$ cat src/rtl/wb_write_queue_pkg.sv
// wb_write_queue_pkg: shared widths and the queue entry type for the writeback queue
package wb_write_queue_pkg;
  localparam int REG_W = 5;
  localparam int DATA_W = 32;
  localparam logic [REG_W-1:0] ZERO_REG = '0;
  typedef struct packed {
    logic [REG_W-1:0] rd;
    logic [DATA_W-1:0] data;
  } wbq_entry_t;
endpackage

$ cat src/rtl/wb_write_queue_if.sv
// wb_write_queue_if: request, drain and forwarding-lookup signals of the writeback queue
interface wb_write_queue_if #(parameter int N = 32, parameter int DEPTH = 4);
  logic in_valid;
  logic in_ready;
  logic [4:0] in_rd;
  logic [N-1:0] in_data;
  logic hold;
  logic [4:0] Rw;
  logic [N-1:0] Di;
  logic WE;
  logic [4:0] Qa;
  logic [4:0] Qb;
  logic hitA;
  logic hitB;
  logic [N-1:0] fwdA;
  logic [N-1:0] fwdB;
  logic [$clog2(DEPTH):0] count;
  modport master (
    output in_valid, in_rd, in_data, hold, Qa, Qb,
    input in_ready, Rw, Di, WE, hitA, hitB, fwdA, fwdB, count
  );
  modport slave (
    input in_valid, in_rd, in_data, hold, Qa, Qb,
    output in_ready, Rw, Di, WE, hitA, hitB, fwdA, fwdB, count
  );
endinterface

$ cat src/rtl/wbq_lookup.sv
// wbq_lookup: newest-first match of one address against pending entries, then the output register
module wbq_lookup
  import wb_write_queue_pkg::*;
#(
  parameter int DEPTH = 4
) (
  input  logic [REG_W-1:0]  addr_i,
  input  wbq_entry_t        ent_i [DEPTH],
  input  logic [DEPTH-1:0]  vld_i,
  input  wbq_entry_t        out_i,
  input  logic              out_vld_i,
  output logic              hit_o,
  output logic [DATA_W-1:0] fwd_o
);
  // entries arrive oldest first, so a later match overrides an earlier one
  always_comb begin
    hit_o = out_vld_i && out_i.rd == addr_i;
    fwd_o = hit_o ? out_i.data : '0;
    for (int j = 0; j < DEPTH; j++) begin
      if (vld_i[j] && ent_i[j].rd == addr_i) begin
        hit_o = 1'b1;
        fwd_o = ent_i[j].data;
      end
    end
    if (addr_i == ZERO_REG) begin
      hit_o = 1'b0;
      fwd_o = '0;
    end
  end
endmodule

$ cat src/rtl/wb_write_queue.sv
// wb_write_queue: FIFO of register-file writes drained one per cycle, with forwarding lookup
module wb_write_queue
  import wb_write_queue_pkg::*;
#(
  parameter int DEPTH = 4
) (
  input logic clk,
  input logic rst,
  wb_write_queue_if.slave bus
);
  localparam int AW = $clog2(DEPTH);
  localparam int CW = AW + 1;
  wbq_entry_t mem_q [DEPTH];
  wbq_entry_t ord [DEPTH];
  logic [DEPTH-1:0] vld;
  logic [AW-1:0] head_q, tail_q;
  logic [CW-1:0] count_q;
  wbq_entry_t out_q;
  logic we_q;
  logic push, pop;
  assign bus.in_ready = !rst && count_q < CW'(DEPTH);
  assign push = bus.in_valid && bus.in_ready && bus.in_rd != ZERO_REG;
  assign pop = !bus.hold && count_q != '0;
  always_ff @(posedge clk) begin
    if (rst) begin
      head_q <= '0;
      tail_q <= '0;
      count_q <= '0;
      out_q <= '0;
      we_q <= 1'b0;
    end else begin
      if (push) tail_q <= tail_q + 1'b1;
      if (pop) head_q <= head_q + 1'b1;
      if (pop) out_q <= mem_q[head_q];
      count_q <= count_q + CW'(push) - CW'(pop);
      we_q <= pop;
    end
  end
  // storage needs no reset: occupancy is defined by count alone
  always_ff @(posedge clk) begin
    if (push) mem_q[tail_q] <= '{rd: bus.in_rd, data: bus.in_data};
  end
  always_comb begin
    for (int j = 0; j < DEPTH; j++) begin
      ord[j] = mem_q[head_q + AW'(j)];
      vld[j] = CW'(j) < count_q;
    end
  end
  wbq_lookup #(.DEPTH(DEPTH)) u_lookup_a (
    .addr_i(bus.Qa), .ent_i(ord), .vld_i(vld), .out_i(out_q), .out_vld_i(we_q),
    .hit_o(bus.hitA), .fwd_o(bus.fwdA)
  );
  wbq_lookup #(.DEPTH(DEPTH)) u_lookup_b (
    .addr_i(bus.Qb), .ent_i(ord), .vld_i(vld), .out_i(out_q), .out_vld_i(we_q),
    .hit_o(bus.hitB), .fwd_o(bus.fwdB)
  );
  assign bus.Rw = out_q.rd;
  assign bus.Di = out_q.data;
  assign bus.WE = we_q;
  assign bus.count = count_q;
endmodule

$ cat src/flat_wrapper.sv
// flat-port wrapper written by rule: the top's interface ports become plain ports
module wb_write_queue_flat import wb_write_queue_pkg::*;
#(
  parameter int DEPTH = 4
)
  (clk, rst, bus_in_valid, bus_in_rd, bus_in_data, bus_hold, bus_Qa, bus_Qb, bus_in_ready, bus_Rw, bus_Di, bus_WE, bus_hitA, bus_hitB, bus_fwdA, bus_fwdB, bus_count);
  wb_write_queue_if #(.N(32), .DEPTH(DEPTH)) bus_i ();
  input logic clk;
  input logic rst;
  input wire logic [$bits(bus_i.in_valid)-1:0] bus_in_valid;
  input wire logic [$bits(bus_i.in_rd)-1:0] bus_in_rd;
  input wire logic [$bits(bus_i.in_data)-1:0] bus_in_data;
  input wire logic [$bits(bus_i.hold)-1:0] bus_hold;
  input wire logic [$bits(bus_i.Qa)-1:0] bus_Qa;
  input wire logic [$bits(bus_i.Qb)-1:0] bus_Qb;
  output wire logic [$bits(bus_i.in_ready)-1:0] bus_in_ready;
  output wire logic [$bits(bus_i.Rw)-1:0] bus_Rw;
  output wire logic [$bits(bus_i.Di)-1:0] bus_Di;
  output wire logic [$bits(bus_i.WE)-1:0] bus_WE;
  output wire logic [$bits(bus_i.hitA)-1:0] bus_hitA;
  output wire logic [$bits(bus_i.hitB)-1:0] bus_hitB;
  output wire logic [$bits(bus_i.fwdA)-1:0] bus_fwdA;
  output wire logic [$bits(bus_i.fwdB)-1:0] bus_fwdB;
  output wire logic [$bits(bus_i.count)-1:0] bus_count;
  assign bus_i.in_valid = bus_in_valid;
  assign bus_i.in_rd = bus_in_rd;
  assign bus_i.in_data = bus_in_data;
  assign bus_i.hold = bus_hold;
  assign bus_i.Qa = bus_Qa;
  assign bus_i.Qb = bus_Qb;
  assign bus_in_ready = bus_i.in_ready;
  assign bus_Rw = bus_i.Rw;
  assign bus_Di = bus_i.Di;
  assign bus_WE = bus_i.WE;
  assign bus_hitA = bus_i.hitA;
  assign bus_hitB = bus_i.hitB;
  assign bus_fwdA = bus_i.fwdA;
  assign bus_fwdB = bus_i.fwdB;
  assign bus_count = bus_i.count;
  wb_write_queue #(.DEPTH(DEPTH)) u_core (.clk(clk), .rst(rst), .bus(bus_i));
endmodule
$ cat config.mk
export PLATFORM = sky130hd
export DESIGN_NAME = wb_write_queue_flat
export DESIGN_NICKNAME = d
export VERILOG_FILES = /design/src/rtl/wb_write_queue_pkg.sv /design/src/rtl/wb_write_queue_if.sv /design/src/rtl/wbq_lookup.sv /design/src/rtl/wb_write_queue.sv /design/src/flat_wrapper.sv
export SDC_FILE = /design/constraint.sdc
export NUM_CORES = 1
export LEC_CHECK = 0
export BUFFER_PORTS_ARGS = -buffer_cell sky130_fd_sc_hd__buf_2
export CORE_MARGIN = 8
export CORE_UTILIZATION = 49
export CTS_CLUSTER_DIAMETER = 60
export DETAILED_ROUTE_END_ITERATION = 8
export MAX_ROUTING_LAYER = met4
export PLACE_DENSITY_LB_ADDON = 0.1
export SETUP_SLACK_MARGIN = 0.02
export SLEW_MARGIN = 20
export SYNTH_ARGS = -nofsm -noshare
export SYNTH_HDL_FRONTEND = slang
export SYNTH_SLANG_ARGS = --single-unit
$ cat constraint.sdc
create_clock -name clk -period 5 [get_ports clk]
set_input_delay 1.5 -clock clk [delete_from_list [all_inputs] [get_ports clk]]
set_output_delay 1.5 -clock clk [all_outputs]
set_load 0.02 [all_outputs]
==> run metrics <==
Vias/cell=6.54; Core Box Area=26,100 um^2; critical path fanouts, max=7; leakage dissipation=0.00628 uW; Syn Area/Cell=between 10 and 15 um^2; Multi-input gate area=about 7800 um^2; Clock Skew=roughly 17 ps; actual slew at the worst max-slew pin=1040 ps; final net count=1,468; Post-synth ARST share=0; via count=between 10,000 and 15,000; Die X=approximately 180 um; min-delay worst type=reg2reg; vias in the first global route=about 11,000; DRT iter0 DRCs=1,083; placed cells=1,677; RSZ-0062 raised after global routing=yes; number of flops mapped to enable cells by yosys=148; Buffers on Ports=158; WHS=497 ps; Clock Latency Late Sink=450 ps; xor/xnor cell area share of the yosys netlist=0.0386; Synth Area in Adders=0.00921; WL met1=17,500 um; crit path capture type=output port; CTS tree=built; top sig layer=met4; Worst slew margin=0.309; Primary FF master, synth=edfxtp_1; synth warn=0; DIE HEIGHT=179 um; Required @ worst endpoint=around 3500 ps; total clock buffers created by CTS=17; min cycle time layout=5060 ps; share of layout cells above drive strength 1=0.410; Total GRT Usage=0.266; compound-gate portion of the synthesized area=0.154; Synth Area in Simple Gates=0.133; syn nets=~1,200; Root Driver=clkbuf_16; PwrDens=385 nW/um^2; Clock transition at path regs=90 ps; FMAX=198 MHz; drt first pass iters=7; clk sinks=195; remaining antenna violation count=0; Max-Cap Viols=0; Post-route DRC=0; WP data arrival=3560 ps; largest net degree at the start of global routing=66; count of non-filler cells in the finished layout=1,759; outcome=finished, violations left; Post-Route WL=44,900 um; largest family of logic cells by synthesized area=multiplexers; Seq/Total Area, Yosys=0.413; setup violators final=17; Synth Instances=1,188; first-pass GRT wire length=63,600 um; setup slack at placement=-165 ps; setup slack after layout=-62.6 ps; #FFs+latches synth=195; Final Wtd Congestion=0.893; Core Rows=just under 60; initial antenna violation count=3; DPL Wire Length=28,500 um; htree depth=4; die area=32,100 um^2; Fill cells=1,954; Initial Utilization=0.500; DR WL met3=3960 um; sequential cell area=~5400 um^2; failing checks=setup timing; # IOs=about 160; fin util=0.656; crit path kind=in2out; wire per inst=25.5 um; post-synth cell types=59; final hold vios=0; hold_buf cts=0; maximum VDD drop=between 0.3 and 0.4 mV; mux contribution to synthesized area=0.205; CTS max path bufs=2; pins over their slew limit=0; area grow syn2layout=31.1%; routed length on met2=approximately 22,000 um; crit start category=primary input; Syn Std Cell Area=13,000 um^2; Overflow after GRT=0; Final Cycle Share=1.01
## cells in the final DEF, fill, tap and decap left out, types with 8 or more instances in the layout
cell type  instances
a21oi_1           71
o211ai_1          22
nor3_1            28
o2bb2ai_1          9
or2_2             11
a221oi_2          18
nand2_1          171
buf_4            128
nor2_1            79
o21ai_0           45
xor2_1            17
xnor2_2            9
buf_6             43
nand3b_1          13
mux2i_1           42
buf_2            106
clkbuf_16         24
mux2_2            32
nor2b_1           14
edfxtp_1         148
a2111o_1          19
a211o_1           26
dfxtp_1           43
ha_1               8
a2111oi_4         11
o2111a_1           9
buf_12            27
a2111oi_1          8
xnor2_1           21
inv_1              9
a2111oi_2         11
mux4_2            81
## path summary, 6_finish.rpt
path                                          start                  end  slack, ps  cells past startpoint
worst min-delay path              u_core.bus.Di[22]    u_core.bus.Di[22]        500                      2
worst max-delay path                      bus_Qa[0]          bus_fwdA[1]        -60                     10
worst min register to register    u_core.bus.Di[22]    u_core.bus.Di[22]        500                      2
worst max register to register  u_core.bus.count[2]  u_core.bus.count[2]       2100                      9
## routing by layer
metal	vias up	track usage
met5	-	-
met4	0	0.100
met3	112	0.0493
met2	618	0.436
met1	5724	0.324
li1	5047	-
## where the power goes
group	switching (uW)	internal, uW	total [uW]
Sequential	199	1890	2090
Clock	701	723	1420
Combinational	1720	1350	3060
## state kept, by name, summed over array words and instances (netlist names), named ones only
name              count
u_core.bus.Di        32
u_core.mem_q        148
u_core.bus.WE         1
u_core.bus.count      3
u_core.bus.Rw         5
u_core.tail_q         2
u_core.head_q         2
## stage by stage
stage	TNS [ps]	cell area [um^2]	total power, uW
2_1_floorplan	0	13100	4070
3_3_place_gp	-1750	14900	4780
3_5_place_dp	-2640	14900	4810
4_1_cts	-5.70	15900	6300
5_1_grt	-3050	17100	6860
6_report	-599	17100	6580
## logic make-up after synthesis
family                     Yosys count
and+or+nand+nor                    371
muxes                              159
xor gates and xnor gates            54
buffers and inverters              127
DFF                                195
adders and majority gates            9
AOI/OAI and AO/OA                  273
## cells in the mapped netlist, types with 21 or more instances
cell type / instances / area [um^2]
mux2i_1: 44 / 440
a21oi_1: 72 / 360
buf_2: 29 / 145
mux2_2: 32 / 360
o21ai_0: 45 / 225
nor2_1: 84 / 315
xor2_1: 21 / 184
nor3_1: 33 / 165
a211o_1: 26 / 228
a2111oi_0: 21 / 184
xnor2_1: 29 / 254
o211ai_1: 22 / 165
a221oi_1: 25 / 219
edfxtp_1: 148 / 4440
clkbuf_1: 62 / 233
nand2_1: 173 / 649
dfxtp_1: 47 / 941
mux4_2: 81 / 1820
## layout make-up
type                    instances  area share
multi-input cells             867       0.458
flip-flops and latches        195       0.316
repair buffers                317       0.163
clock buffers                  17      0.0249
well taps                     335      0.0245
clock inverters                15      0.0106
inverters                      10     0.00220
diodes                          3    0.000439
## critical path, cell delays in order
cell and delay [ps]:
buf_12 110, xnor2_4 130, nor4_4 420, nand4_4 190, nand3_4 230, buf_6 120, buf_8 110, a2111oi_4 40
or4_4 550, buf_6 160
## timing repair
| action | CTS | global route |
|---|---|---|
| gates cloned | 1 | 8 |
| pin swaps | 13 | 51 |
| endpoints found under the setup margin | 63 | 62 |
| setup buffers | 12 | 30 |
| resized for setup | 76 | 161 |
No activity file was read; power rests on OpenSTA's default activity.
